### config.mk
export PLATFORM = sky130hd
export DESIGN_NAME = led_status_ctrl_flat
export DESIGN_NICKNAME = d
export VERILOG_FILES = /design/src/rtl/led_status_if.sv /design/src/rtl/led_status_ctrl.sv /design/src/flat_wrapper.sv
export SDC_FILE = /design/constraint.sdc
export NUM_CORES = 1
export LEC_CHECK = 0
export CAP_MARGIN = 20
export CORE_MARGIN = 5
export CORE_UTILIZATION = 60
export CTS_CLUSTER_SIZE = 28
export DETAILED_ROUTE_END_ITERATION = 12
export GPL_TIMING_DRIVEN = 0
export PLACE_DENSITY = 0.92
export SETUP_SLACK_MARGIN = 0.3
export SLEW_MARGIN = 20
export SYNTH_ARGS = -nofsm -noshare
export SYNTH_HDL_FRONTEND = slang
export SYNTH_SLANG_ARGS = --single-unit
### constraint.sdc
create_clock -name clock -period 3.81 [get_ports clock]
set_input_delay 0.762 -clock clock [delete_from_list [all_inputs] [get_ports clock]]
set_output_delay 0.762 -clock clock [all_outputs]
set_load 0.1 [all_outputs]
### src/rtl/led_status_if.sv
// Signal bundle between the classifier/heartbeat sources and the LED status stage.
interface led_status_if #(
    parameter int CLASS_W = 4
);
    logic               heartbeat_in;
    logic               start;
    logic               result_valid;
    logic [CLASS_W-1:0] result_class;
    logic               error;
    logic               clear;
    logic [9:0]         LEDR;

    modport master (
        output heartbeat_in, start, result_valid, result_class, error, clear,
        input  LEDR
    );

    modport slave (
        input  heartbeat_in, start, result_valid, result_class, error, clear,
        output LEDR
    );
endinterface

### src/rtl/led_status_ctrl.sv
// Board status-display stage: heartbeat, busy blink, latched result class,
// completed-result count and fault pattern on the 10 board LEDs.
//
// state | meaning
// IDLE  | display dark except heartbeat
// BUSY  | classification running, LEDR[7] blinks
// DONE  | result shown: stretch flag, count, latched class
// FAULT | all of LEDR[7:0] blink, only clear exits
module led_status_ctrl #(
    parameter int BLINK_CYCLES   = 12500000,
    parameter int STRETCH_CYCLES = 25000000,
    parameter int CLASS_W        = 4
) (
    input  logic       clock,
    input  logic       reset,
    led_status_if.slave bus
);
    localparam int BLINK_W   = (BLINK_CYCLES > 1) ? $clog2(BLINK_CYCLES) : 1;
    localparam int STRETCH_W = $clog2(STRETCH_CYCLES + 1);
    localparam logic [BLINK_W-1:0]   BLINK_LAST   = BLINK_W'(BLINK_CYCLES - 1);
    localparam logic [STRETCH_W-1:0] STRETCH_LOAD = STRETCH_W'(STRETCH_CYCLES);

    typedef enum logic [1:0] {IDLE, BUSY, DONE, FAULT} state_t;

    state_t             state_q, state_d;
    logic [BLINK_W-1:0] blink_cnt_q, blink_cnt_d;
    logic               blink_q, blink_d;
    logic [STRETCH_W-1:0] stretch_q, stretch_d;
    logic [CLASS_W-1:0] class_q, class_d;
    logic [1:0]         count_q, count_d;
    logic [9:0]         ledr_q, ledr_d;
    logic               entering;

    // State register and all display datapath registers, async active-high reset.
    always_ff @(posedge clock or posedge reset) begin
        if (reset) begin
            state_q     <= IDLE;
            blink_cnt_q <= '0;
            blink_q     <= 1'b0;
            stretch_q   <= '0;
            class_q     <= '0;
            count_q     <= '0;
            ledr_q      <= '0;
        end else begin
            state_q     <= state_d;
            blink_cnt_q <= blink_cnt_d;
            blink_q     <= blink_d;
            stretch_q   <= stretch_d;
            class_q     <= class_d;
            count_q     <= count_d;
            ledr_q      <= ledr_d;
        end
    end

    // Next state by event priority, then the next blink/stretch/latch values and
    // the LED pattern they produce, so LEDR reflects the post-edge state directly.
    always_comb begin
        state_d     = state_q;
        blink_cnt_d = '0;
        blink_d     = 1'b0;
        stretch_d   = '0;
        class_d     = class_q;
        count_d     = count_q;
        ledr_d      = '0;

        if (bus.clear) begin
            state_d = IDLE;
        end else if (bus.error) begin
            state_d = FAULT;
        end else begin
            case (state_q)
                IDLE:    if (bus.start) state_d = BUSY;
                BUSY:    if (bus.result_valid) state_d = DONE;
                DONE:    if (bus.start) state_d = BUSY;
                FAULT:   state_d = FAULT;
                default: state_d = IDLE;
            endcase
        end

        entering = (state_d != state_q);

        if (state_q == BUSY && state_d == DONE) begin
            class_d = bus.result_class;
            count_d = count_q + 2'd1;
        end

        if (state_d == BUSY || state_d == FAULT) begin
            if (entering) begin
                blink_d = 1'b1;
            end else if (blink_cnt_q == BLINK_LAST) begin
                blink_d = ~blink_q;
            end else begin
                blink_cnt_d = blink_cnt_q + BLINK_W'(1);
                blink_d     = blink_q;
            end
        end

        if (state_d == DONE) begin
            if (entering) begin
                stretch_d = STRETCH_LOAD;
            end else if (stretch_q != '0) begin
                stretch_d = stretch_q - STRETCH_W'(1);
            end
        end

        ledr_d[9] = bus.heartbeat_in;
        case (state_d)
            BUSY:  ledr_d[7] = blink_d;
            DONE: begin
                ledr_d[6]           = (stretch_d != '0);
                ledr_d[5:4]         = count_d;
                ledr_d[CLASS_W-1:0] = class_d;
            end
            FAULT: ledr_d[7:0] = {8{blink_d}};
            default: ledr_d[7:0] = '0;
        endcase
    end

    assign bus.LEDR = ledr_q;
endmodule

### src/flat_wrapper.sv
// flat-port wrapper written by rule: the top's interface ports become plain ports
module led_status_ctrl_flat 
#(
    parameter int BLINK_CYCLES   = 12500000,
    parameter int STRETCH_CYCLES = 25000000,
    parameter int CLASS_W        = 4
)
  (clock, reset, bus_heartbeat_in, bus_start, bus_result_valid, bus_result_class, bus_error, bus_clear, bus_LEDR);
  led_status_if #(.CLASS_W(CLASS_W)) bus_i ();
  input  logic clock;
  input  logic reset;
  input wire logic [$bits(bus_i.heartbeat_in)-1:0] bus_heartbeat_in;
  input wire logic [$bits(bus_i.start)-1:0] bus_start;
  input wire logic [$bits(bus_i.result_valid)-1:0] bus_result_valid;
  input wire logic [$bits(bus_i.result_class)-1:0] bus_result_class;
  input wire logic [$bits(bus_i.error)-1:0] bus_error;
  input wire logic [$bits(bus_i.clear)-1:0] bus_clear;
  output wire logic [$bits(bus_i.LEDR)-1:0] bus_LEDR;
  assign bus_i.heartbeat_in = bus_heartbeat_in;
  assign bus_i.start = bus_start;
  assign bus_i.result_valid = bus_result_valid;
  assign bus_i.result_class = bus_result_class;
  assign bus_i.error = bus_error;
  assign bus_i.clear = bus_clear;
  assign bus_LEDR = bus_i.LEDR;
  led_status_ctrl #(.BLINK_CYCLES(BLINK_CYCLES), .STRETCH_CYCLES(STRETCH_CYCLES), .CLASS_W(CLASS_W)) u_core (.clock(clock), .reset(reset), .bus(bus_i));
endmodule
# --- After elaboration in Yosys (flattened, before gate mapping) ---
# Index checks and enable logic that the tools add are counted.
word_totals:
  reg_bits: 67
  in_bits: 11
  wordCells: 44
classes:
  n_addsub: 3
  eq_ne: 8
  muxes: 18
  bitwise_logic: 1
  n_reduce_logical: 7
op_table:
  columns: ["cell", "count"]
  rows:
  - ["$mux W25", 3]
  - ["$mux W24", 3]
  - ["$reduce_bool A25 Y1", 2]
  - ["$sub A25 B1 Y25 const B", 1]
  - ["$add A24 B1 Y24 const B", 1]
  - ["$eq A24 B24 Y1 const B", 1]
  - ["$pmux W7 S2", 1]
  - ["$mux W2", 5]
  - ["$eq A2 B2 Y1 const B", 4]
  - ["$pmux W2 S3", 1]
  - ["$eq A2 B1 Y1 const B", 2]
  - ["$mux W1", 4]
  - ["$mux W4", 1]
  - ["$reduce_or A2 Y1", 2]
  - ["$add A2 B1 Y2 const B", 1]
  - ["$logic_not A2 Y1", 1]
  - ["$ne A2 B2 Y1", 1]
  - ["$logic_and A1 B1 Y1", 1]
  - ["$logic_or A1 B1 Y1", 1]
  - ["$not A1 Y1", 1]

# --- Longest topological paths before layout ---
# Gate-level depths: netlist (run 1).
depth:
  depth_word: 10
  mapped_depth: 9
  mapped_depth_nobuf: 8

# --- Least setup slack after synthesis (run 1) ---
# OpenSTA, ideal clock, no wires.
synth_path:
  path_kind: "input port to flip-flop"
  from: "input port bus_start"
  to: "register u_core.ledr_q[0], in the netlist u_core.bus.LEDR[0]"
  setup_time_ns: 0.118
  arrival_ns: 2.276
  required_time_ns: 3.692
  slack_ns: 1.416
  cell_stages: 5
  n_path_buf: 0
  cell_sequence: "or3b_1 a211oi_4 nand2_1 mux2_1 a21o_1"
synth_between:
  elab_chain_cells: 8
synth_lines:
  columns: ["element", "line", "text"]
  rows:
  - ["from (decl)", "flat_wrapper.sv:13", "input wire logic [$bits(bus_i.start)-1:0] bus_start;"]
  - ["$mux W2", "led_status_ctrl.sv:72, led_status_ctrl.sv:74", null]
  - ["$pmux W2 S3", "led_status_ctrl.sv:71", "case (state_q)"]
  - ["$mux W2", "led_status_ctrl.sv:68", "end else if (bus.error) begin"]
  - ["$mux W2", "led_status_ctrl.sv:66", "if (bus.clear) begin"]
  - ["$eq A2 B2 Y1", "led_status_ctrl.sv:82", "if (state_q == BUSY && state_d == DONE) begin"]
  - ["$logic_and A1 B1 Y1", "led_status_ctrl.sv:82", null]
  - ["$mux W4", "led_status_ctrl.sv:82", null]
  - ["named net u_core.class_d[0]", "led_status_ctrl.sv:29", "logic [CLASS_W-1:0] class_q, class_d;"]
  - ["$pmux W7 S2", "led_status_ctrl.sv:107", "case (state_d)"]
  - ["named net u_core.ledr_d[0]", "led_status_ctrl.sv:31", "logic [9:0] ledr_q, ledr_d;"]
  - ["to (signal assigned)", "led_status_ctrl.sv:51", "ledr_q <= ledr_d;"]
  - ["to (decl)", "led_status_ctrl.sv:31", null]
# The timed path passes the listed nets, and every way through them passes these cells.

# --- Final worst setup path (run 1) ---
# Ends and elaborated chain as after synthesis.

==> results of run 1 <==
-- per-stage QoR --
step	power, W	setup WS (ps)	utilization (%)	std cells	cell area (um^2)
finish	0.00172	1010	71.0	466	3930
global route	0.00180	749	71.0	466	3930
CTS	0.00173	1010	70.9	466	3930
detailed placement	0.00112	679	67.2	450	3720
global placement	0.00111	319	66.7	449	3690
floorplan	0.00104	1390	-	359	3420
-- power by group through the flow --
stage	Combinational, W	Clock, W	Sequential [W]
floorplan	0.000225	0	0.000811
global placement	0.000336	0	0.000771
detailed placement	0.000350	0	0.000775
CTS	0.000356	0.000610	0.000761
global route	0.000389	0.000646	0.000765
finish	0.000360	0.000602	0.000762
-- cell usage after synthesis, types with 2 or more instances --
cell,count
ha_1,2
mux2i_1,2
o21bai_1,2
nand2b_1,2
nor2_1,53
nand3_1,14
or3_1,5
clkbuf_1,8
xor2_1,18
nor4_1,12
or2_2,3
a21oi_1,19
nor3_1,11
or4_4,2
nor4b_1,2
dfrtp_1,66
a31oi_1,2
nor2b_1,3
o21ai_0,9
inv_1,11
or4_1,3
buf_4,2
nor4bb_1,2
nand3b_1,3
nand4_1,11
o41ai_1,2
xnor2_1,19
nand2_1,28
buf_2,2
a21o_1,6
and3_1,3
and2_1,2
mux2_1,4
-- worst paths after layout --
path	to	slack, ps
min in group asynchronous	u_core.stretch_q[5]	670
setup reg to reg	u_core.bus.LEDR[6]	1010
max in group asynchronous	u_core.blink_cnt_q[15]	2640
hold / removal	u_core.class_q[3]	500
setup / recovery	u_core.bus.LEDR[0]	1010
hold reg to reg	u_core.class_q[3]	500
-- sequential cells by signal, indices dropped and copies added (netlist names) --
name / cells
u_core.blink_cnt_q: 24
u_core.blink_q: 1
u_core.bus.LEDR: 8
u_core.class_q: 4
u_core.count_q: 2
u_core.state_q: 2
u_core.stretch_q: 25
-- critical path: stages --
cell and delay (ps):
clkdlybuf4s50_1 470, or3b_1 470, a211oi_4 490, nand2_1 260, mux2_1 400, a21o_1 200
-- logic make-up after synthesis --
group / Yosys count / synth area share, %
AOI/OAI and AO/OA: 56 / 11.2
DFF: 66 / 48.2
other: 1 / 0.110
and+or+nand+nor: 168 / 25.5
muxes: 6 / 1.90
adders and majority gates: 2 / 0.731
buffers and inverters: 23 / 2.81
xor gates and xnor gates: 37 / 9.46
-- layer usage --
layer  vias to the layer above  part of all wire, %  wire [um]
met2                       113                   49       3910
met4                         0                  2.7        210
li1                       1333                    -          -
met1                      1372                   42       3350
met5                         -                    0          0
met3                        22                  5.7        452
-- final cells by class --
class	count	area (um^2)	area share (%)
multi-input combinational	270	1680	42.8
sequential	66	1650	42.0
timing repair buffer	19	208	5.28
clock buffer	10	138	3.50
tap	72	90.1	2.29
clock inverter	6	65.1	1.65
buffer	12	55.1	1.40
inverter	11	43.8	1.11
==> results.cfg, run 1 <==
[clock_tree]
max-clock-path-buffers = 2
clock-root-buffer = clkbuf_8
clkSlewWorstSetupHoldPaths_ps = 80
insertion_delay_ps = 350
postCtsHoldBufs = 0
cts_tree = yes
cts_buffers = 9
cts_resized = 0
cts.sinks = 66
h-tree-depth = 3
post_cts_buffers = 0

[floorplanning]
die_w_um = 85.6
dieHeight_um = 85.6
io_pins = 21
rows = 27
coreArea_um2 = 5540
dieArea_um2 = 7320
start_util_pct = 61.8

[placement]
port_buffers = 18
gp_congestion = 0.928
post-dp-hpwl_um = 5360

[worst_hold_path]
hold_start = u_core.class_q[3]
hold_path_class = flop to flop
hold_depth = 1

[yosys]
synthesis.nets = 372
synth-seq-cells = 66
synth.distinct_cells = 59
synth_seq_area_share_pct = 48.2
ys.flop_type = dfrtp_1
synth-edff-count = 0
synth.largest_area_cell = dfrtp_1
synthTopCellsByArea = dfrtp_1, nor2_1, xnor2_1
synth.avg_cell_area_um2 = 9.54
yosysWarnings = 0
synthArstFlopShare_pct = 100
synth_area_um2 = 3420
postSynthCellCount = 359
synth.top_cell.area_share_pct = 48.2

[global_routing]
use_met3_pct = 4.61
grt_util_met1_pct = 29.9
grt_pass1_wl_um = 13400
overflow = 0
track_usage_pct = 23.2
met2_usage_pct = 37.9
first_global_vias = 2811
grt_max_degree = 55
antenna_found_initial = 0
grt-busiest-layer = met2

[setup_path]
critical_path_arrival_ps = 3040
start_kind = input port
end_kind = flop
startpoint = bus_start
critPathKind = input port to flop
worstPathRequired_ps = 4050
r2r_cells = 9
timing.rr.start = u_core.stretch_q[0]
crit_fanout = 9

[sta]
max_freq_mhz = 357
holdWs_ps = 496
drv_slew = 0
period_minus_slack_ps = 2800
max_slew_margin_pct = 34.6
setup_violations = 0
hold_viol_final = 0
finalClockSkew_ps = 11.3
min_period_over_period_pct = 73.5
rsz0062_at_grt = no
tightest_slew_ps = 978
tns_ps = 0

[power]
leakagePower_nw = 1.80
vdd_drop_max_uv = 252
power_density_nw_per_um2 = 438
p_switching_w = 0.000542
switching_share_pct = 31.4
internal_power_w = 0.00118
power_frac_comb_pct = 20.9
sequentialPowerShare_pct = 44.2
p_clk_share_pct = 34.9

[detailed_routing]
num_vias = 2840
dr.pass1.iters = 5
first_iter_violations = 310
drtAntennaViolNets = 0
wl_um = 7920
viasPerCell = 6.09
routedWlPerCell_um = 17.0
drc = 0

[cells_and_area]
final_layout_size_suffix_gt1_share_pct = 8.38
diodes = 0
syn_to_final_growth_pct = 14.9
nNetsFinal = 402
final_cell_mix = dfrtp_1, nor2_1, nand2_1, a21oi_1, xnor2_1
fill_cells = 401
final_common_cell = dfrtp_1

[job]
cap_violations = 0

[status]
status = finished, final reports clean
Note: power is estimated with default switching activity, not from simulation.
==> run 2, diff against run 1 <==
CORE_UTILIZATION = 59   (was 60)
PLACE_DENSITY = 0.91   (was 0.92)
clock period = 2.7 ns   (was 3.81 ns; I/O delays follow)
==> run 2 against run 1 <==
- sequential share of layout area fell by 2.7 points
- critical path depth is the same
- sequential cell count stayed put
- total power up 61%
- combinational power is 62% higher
- die area increased by 1.5%
- worst hold slack got worse by 25 ps
- via count rose by 6.4%
- non-clock buffer count grew 12
- critical path type is now flop to flop
==> results.cfg, run 2 (synthesis gave the netlist of run 1 again) <==
[setup_path]
critical_path_arrival_ps = 2660
worstPathRequired_ps = 2900
end_kind = flop
critPathKind = flop to flop
start_kind = flop
crit_fanout = 5

[sta]
max_freq_mhz = 407
min_period_over_period_pct = 91.1
finalClockSkew_ps = 13.6
max_slew_margin_pct = 34.7
rsz0062_at_grt = yes
hold_viol_final = 0
setup_violations = 0
tightest_slew_ps = 977
period_minus_slack_ps = 2460
drv_slew = 0

[floorplanning]
start_util_pct = 61.4
rows = 27
io_pins = 21
die_w_um = 86.2
dieHeight_um = 86.2
coreArea_um2 = 5570
dieArea_um2 = 7430

[detailed_routing]
drc = 0
num_vias = 3022
wl_met2_um = 4240
viasPerCell = 6.32
met1_length_um = 3560
first_iter_violations = 321
drtAntennaViolNets = 0
met3_length_um = 629
dr.pass1.iters = 5
routedWlPerCell_um = 18.1
wl_um = 8670
highest_layer = met4

[clock_tree]
insertion_delay_ps = 350
cts_buffers = 9
max-clock-path-buffers = 2
clock-root-buffer = clkbuf_8
h-tree-depth = 3
postCtsHoldBufs = 0
cts.sinks = 66
cts_tree = yes
clkSlewWorstSetupHoldPaths_ps = 80

[placement]
dpl_cell_area_um2 = 3720
port_buffers = 18
dp.cells = 450
gp_congestion = 0.935
post-dp-hpwl_um = 5330

[cells_and_area]
final_common_cell = dfrtp_1
final_cell_mix = dfrtp_1, nor2_1, nand2_1, a21oi_1, xnor2_1
nNetsFinal = 414
final_layout_size_suffix_gt1_share_pct = 15.5
stdcell_count = 478
max_flop_register = u_core.stretch_q
syn_to_final_growth_pct = 23.2
fin_area_um2 = 4220
largest_register_ffs = 25
diodes = 0

[status]
status = finished, final reports clean

[worst_hold_path]
hold_path_class = input port to asynchronous set/reset pin

[power]
power_density_nw_per_um2 = 656
vdd_drop_max_uv = 451
leakagePower_nw = 1.97

[global_routing]
antenna_found_initial = 0
track_usage_pct = 23.3
first_global_vias = 2850
grt_max_degree = 53
grt_pass1_wl_um = 13700
overflow = 0

[job]
cap_violations = 0
## run 2: metrics by stage
| stage | setup TNS (ps) | power, W | hold WS [ps] | setup slack (ps) | util, % |
|---|---|---|---|---|---|
| after floorplan | 0 | 0.00146 | 444 | 307 | - |
| after global placement | -36250 | 0.00156 | 462 | -542 | 66.3 |
| after detailed placement | -829 | 0.00158 | 482 | -182 | 66.8 |
| after CTS | 0 | 0.00271 | 475 | 209 | 73.2 |
| after global routing | 0 | 0.00287 | 488 | 179 | 75.7 |
| final | 0 | 0.00277 | 471 | 240 | 75.7 |
## run 2: path summary, 6_finish.rpt
path,slack [ps],endpoint,cells after the start,startpoint
worst max-delay path,240,u_core.bus.LEDR[6],6,u_core.stretch_q[6]
worst min-delay path,470,u_core.stretch_q[0],2,reset
worst max register to register,240,u_core.bus.LEDR[6],6,u_core.stretch_q[6]
worst min register to register,490,u_core.count_q[1],1,u_core.count_q[1]
max in group asynchronous,1720,u_core.stretch_q[16],3,reset
min in group clock,490,u_core.count_q[1],1,u_core.count_q[1]
## run 2: power breakdown
part	internal (W)	switching [W]	total, W
Sequential	0.00104	0.0000366	0.00108
Combinational	0.000221	0.000362	0.000582
Clock	0.000712	0.000400	0.00111
Total	0.00197	0.000798	0.00277
## run 2: repair_timing
item | 4_1_cts | 5_1_grt
endpoints found under the setup margin | 25 | 22
pin swaps | 2 | 8
buffers inserted | 4 | 8
gates resized for setup | 13 | 24
hold endpoints to repair | 0 | 0
## run 2: metal layers
layer / up-vias / GRT usage, %
met5: - / 0
met4: 0 / 10.1
met3: 31 / 5.04
met2: 153 / 37.1
met1: 1472 / 30.8
li1: 1366 / -
## run 2: critical path: stages (launching register included)
cell,delay (ps)
dfrtp_2,450
or4_4,600
or4_4,510
mux2i_1,140
o221ai_1,130
nor4_1,320
o211ai_1,150
## run 2: layout make-up
| type | count | area, um^2 |
|---|---|---|
| clock inverter | 6 | 138 |
| tap | 72 | 90.1 |
| inverter | 11 | 43.8 |
| sequential | 66 | 1660 |
| timing repair buffer | 31 | 302 |
| multi-input combinational | 270 | 1790 |
| clock buffer | 10 | 128 |
| buffer | 12 | 75.1 |
| fill | 342 | 1360 |
==> run 3, diff against run 2 <==
CAP_MARGIN = 30   (was 20)
CORE_MARGIN = 3   (was 5)
CTS_CLUSTER_SIZE = 14   (was 28)
==> run 3 against run 2 <==
- wire length fell by 7.1%
- first-iteration DRC count fell by 12%
- sequential share of layout area rose by 0.58 points
- critical path type unchanged
- largest cell class unchanged
==> results.cfg, run 3 (synthesis gave the netlist of run 1 again) <==
[sta]
holdWs_ps = 441
drv_slew = 0
max_slew_margin_pct = 33.8
rsz0062_at_grt = yes
period_minus_slack_ps = 2430
tightest_slew_ps = 996
hold_viol_final = 0
finalClockSkew_ps = 14.9
max_freq_mhz = 412
min_period_over_period_pct = 90.0
setup_violations = 0

[global_routing]
grt_pass1_wl_um = 12800
antenna_found_initial = 0
overflow = 0
track_usage_pct = 25.1
first_global_vias = 2721
grt_max_degree = 56

[floorplanning]
start_util_pct = 61.4
dieHeight_um = 82.2
rows = 27
die_w_um = 82.2
io_pins = 21
coreArea_um2 = 5570
dieArea_um2 = 6750

[clock_tree]
cts_buffers = 9
clock-root-buffer = clkbuf_8
max-clock-path-buffers = 2
clkSlewWorstSetupHoldPaths_ps = 80
cts.sinks = 66
cts_tree = yes
insertion_delay_ps = 350
postCtsHoldBufs = 0
h-tree-depth = 3

[power]
switching_share_pct = 33.7
p_switching_w = 0.000812
leakagePower_nw = 1.97
power_frac_comb_pct = 23.1
p_clk_share_pct = 32.3
internal_power_w = 0.00159
power_density_nw_per_um2 = 579
sequentialPowerShare_pct = 44.6
vdd_drop_max_uv = 394

[setup_path]
crit_fanout = 6
critical_path_arrival_ps = 2640
worstPathRequired_ps = 2910
end_kind = flop
start_kind = flop
critPathKind = flop to flop

[detailed_routing]
drtAntennaViolNets = 0
routedWlPerCell_um = 16.9
dr.pass1.iters = 5
wl_um = 8060
num_vias = 2920
first_iter_violations = 283
drc = 0
viasPerCell = 6.11

[cells_and_area]
final_cell_mix = dfrtp_1, nor2_1, nand2_1, xnor2_1
final_layout_size_suffix_gt1_share_pct = 16.5
max_flop_register = u_core.stretch_q
largest_register_ffs = 25
nNetsFinal = 414
syn_to_final_growth_pct = 21.4
fin_area_um2 = 4160
diodes = 0
final_common_cell = dfrtp_1

[worst_hold_path]
hold_path_class = input port to asynchronous set/reset pin

[placement]
post-dp-hpwl_um = 5150
dpl_cell_area_um2 = 3730
port_buffers = 18
gp_congestion = 0.917

[status]
status = finished, final reports clean

[job]
cap_violations = 0
[run 3: timing repair]
action,in CTS,in global routing
gates resized for setup,13,29
pin swaps,2,8
setup endpoints to repair,27,22
buffers inserted,4,7
hold endpoints to repair,0,0
[run 3: through the flow]
step / instances / util [%] / TNS [ps] / power, W / worst slack [ps]
after floorplan: 359 / - / 0 / 0.00146 / 307
after global placement: 449 / 66.3 / -37190 / 0.00156 / -556
after global routing: 478 / 74.6 / 0 / 0.00252 / 183
after CTS: 471 / 71.7 / 0 / 0.00237 / 183
after detailed placement: 451 / 66.9 / -852 / 0.00158 / -207
final: 478 / 74.6 / 0 / 0.00241 / 270
[run 3: area by class of cell]
cell class | count | area [um^2]
Clock inverter | 7 | 60.1
Clock buffer | 9 | 124
Timing Repair Buffer | 31 | 305
Sequential cell | 66 | 1660
Inverter | 11 | 43.8
Multi-Input combinational cell | 270 | 1810
Fill cell | 341 | 1420
Tap cell | 72 | 90.1
Buffer | 12 | 70.1
[run 3: power groups by stage]
stage                     Combinational, W  Clock, W  Sequential [W]
final                             0.000556  0.000777         0.00107
after global routing              0.000604  0.000836         0.00108
after CTS                         0.000507  0.000794         0.00107
after detailed placement          0.000489         0         0.00109
after global placement            0.000472         0         0.00109
after floorplan                   0.000317         0         0.00114
[run 3: worst paths after layout]
check	depth (start not counted)	from	to	slack (ps)
worst min-delay path	2	reset	u_core.stretch_q[9]	440
max in group asynchronous	3	reset	u_core.stretch_q[6]	1750
worst max-delay path	8	u_core.stretch_q[1]	u_core.bus.LEDR[6]	270
worst max register to register	8	u_core.stretch_q[1]	u_core.bus.LEDR[6]	270
min in group clock	1	u_core.count_q[1]	u_core.count_q[1]	480
worst min register to register	1	u_core.count_q[1]	u_core.count_q[1]	480
[run 3: routing by layer]
| metal | up-vias | track usage (%) | part of all wire [%] |
|---|---|---|---|
| li1 | 1352 | - | - |
| met1 | 1414 | 33.4 | 43 |
| met2 | 130 | 38.8 | 47 |
| met3 | 24 | 5.75 | 6.5 |
| met4 | 0 | 12.0 | 3.2 |
| met5 | - | 0 | 0 |
[run 3: critical path, cell delays in order, from the launching register on]
cell and delay [ps]:
dfrtp_1 420, inv_2 90, ha_4 180, or4b_4 520
or4_4 530, o21ai_4 190, a21oi_2 70, a211oi_2 160
o211ai_1 140
==> RTL change, RTL diff (config.mk and constraints of run 3) <==
Re-encode `state_t` (4 states) as one-hot, 4 bits wide.
--- a/src/rtl/led_status_ctrl.sv
+++ b/src/rtl/led_status_ctrl.sv
@@ -22,3 +22,3 @@
 
-    typedef enum logic [1:0] {IDLE, BUSY, DONE, FAULT} state_t;
+    typedef enum logic [3:0] {IDLE = 4'b0001, BUSY = 4'b0010, DONE = 4'b0100, FAULT = 4'b1000} state_t;
 
Check against the original RTL: same outputs for any inputs over 10 cycles, from zero or initial values and one cycle with reset high; not proved beyond that.
==> RTL change against run 3 <==
Sequential cell count up 2. Via count up 2.7%. Routed wire length up 13%. Power down 5.3%. Worst setup slack worse by 160 ps. Area after synthesis up 7.2%. Clock power up 20%. Combinational power down 48%. Cell area up 10%. Critical endpoint unchanged. Largest cell class unchanged.
==> RTL change: results (changes against run 3) <==
| Parameter | Value | Unit | Delta |
|:---|:---|:---|:---|
| Result of the run | complete, no violations | - |  |
| Routed wl met2 | 4.655 | mm | +23% |
| Beginning of the critical path | u_core.blink_cnt_q[7]$_DFF_PP0_ | - |  |
| Critical Path Fanout Max | 7 | - | +1 |
| Wire per inst | 18.42 | um | +9.3% |
| Global placement routability congestion | 0.8887 | - | -3.1% |
| Leakage dissipation | 2.181 | nW | +11% |
| Layout cells sized above 1 | 25.71 | % | +9.2 points |
| Crit path arrival time | 2810 | ps | +170 ps |
| Met1 demand-to-capacity share in global routing | 29.90 | % | -3.5 points |
| Register area share after synthesis | 46.40 | % | -1.8 points |
| Count of cell types in the netlist | 58 | - | -1.7% |
| Routed metal-1 wirelength | 3.766 | mm | +7.5% |
| Layout multi-input combinational cell count | 271 | - | +0.37% |
| Transition time at the pin with the least slew margin | 995.7 | ps | -0.6518 ps |
| Storage element area | 0.001707 | mm^2 | +3.1% |
| Iter 0 DRT Violations | 270 | - | -4.6% |
| Met3 demand-to-capacity share in global routing | 6.117 | % | +0.37 points |
| Fill count | 327 | - | -4.1% |
| Post-Synth Adder-Cell Area | 1.023 | % | +0.29 points |
| Nets | 429 | - | +3.6% |
| Clock network area share | 4.757 | % | +0.33 points |
| HPWL after DPL | 5.085 | mm | -1.2% |
| Peak supply drop | 470.4 | uV | +19% |
| Register-to-Register Path Depth | 6 | - | -2 |
| Slowest cell delay on critical path | 440 | ps | -90 ps |
| Fraction of synthesized area in multiplexers | 1.500 | % | -0.40 points |
| Complex-gate fraction of the synthesized area | 8.080 | % | -3.1 points |
| Share of cell area taken by multi-input logic gates | 42.78 | % | -0.73 points |
| Largest net degree at the start of global routing | 51 | - | -8.9% |
| Layout-stage area growth over the synthesis result | 24.72 | % |  |
| Post-placement worst setup slack | -327.5 | ps | -120.6 ps |
| Total global routing track utilization | 23.85 | % | -1.3 points |
| CLK BUF | 12 | - | +3 |
| Leading post-synthesis cells by cell area | sky130_fd_sc_hd__dfrtp_1 (46%), sky130_fd_sc_hd__xnor2_1 (6.2%), sky130_fd_sc_hd__nor2_1 (4.5%) | - |  |
| Global-route wire length before repair | 13.68 | mm | +6.6% |
| Minimum clock period | 2588 | ps | +158.4 ps |
| Logic inverters | 8 | - | -3 |
| Top cells by count, synth | sky130_fd_sc_hd__dfrtp_1 (67), sky130_fd_sc_hd__nor2_1 (44), sky130_fd_sc_hd__nand2_1 (33), sky130_fd_sc_hd__xnor2_1 (26), sky130_fd_sc_hd__xor2_1 (18) | - |  |
| FFs & Latches | 68 | - | +3.0% |
| Internal reg-to-reg setup slack | 110 | ps | -160 ps |
| Power dissipated by switching net loads | 593.3 | uW | -27% |
| Met2 track demand over resource | 39.86 | % | +1.1 points |
| Setup skew after layout | 13.69 | ps | -1.245 ps |
| Clk_lat worst skew | 350 | ps | about the same |
| Synthesized netlist net count | 375 | - | +0.81% |
| Count of plain and timing-repair buffers in the layout | 57 | - | +33% |
| Total vias in the final route | 2998 | - | +2.7% |
## RTL change: changes by cell type after synthesis, sizes merged, moves of 4 or more
| cell | delta |
|---|---|
| nor2 | +12 |
| a21o | -6 |
| o21ai | +8 |
| nand3 | -5 |
| nor3b | +4 |
| buf | +4 |
| o31ai | +4 |
| nand2 | +5 |
| xnor2 | +7 |
| a21oi | -12 |
## RTL change: power groups by stage
stage	combinational (mW)	clock, mW	sequential [mW]
finish	0.290	0.936	1.05
global route	0.306	0.994	1.05
CTS	0.267	0.936	1.05
detailed placement	0.256	0	1.07
global placement	0.245	0	1.07
floorplan	0.118	0	1.14
## RTL change: stage by stage
stage | setup TNS, ps | instances
after global routing | 0 | 495
after global placement | -48770 | 455
after floorplan | 0 | 361
final | 0 | 495
after CTS | 0 | 482
after detailed placement | -9252 | 456
## RTL change: timing repair
item                                    CTS  global route
pin swaps                                13            32
cloned                                    0             2
buffers inserted                         10            11
endpoints found under the setup margin   37            39
gates resized for setup                  18            30
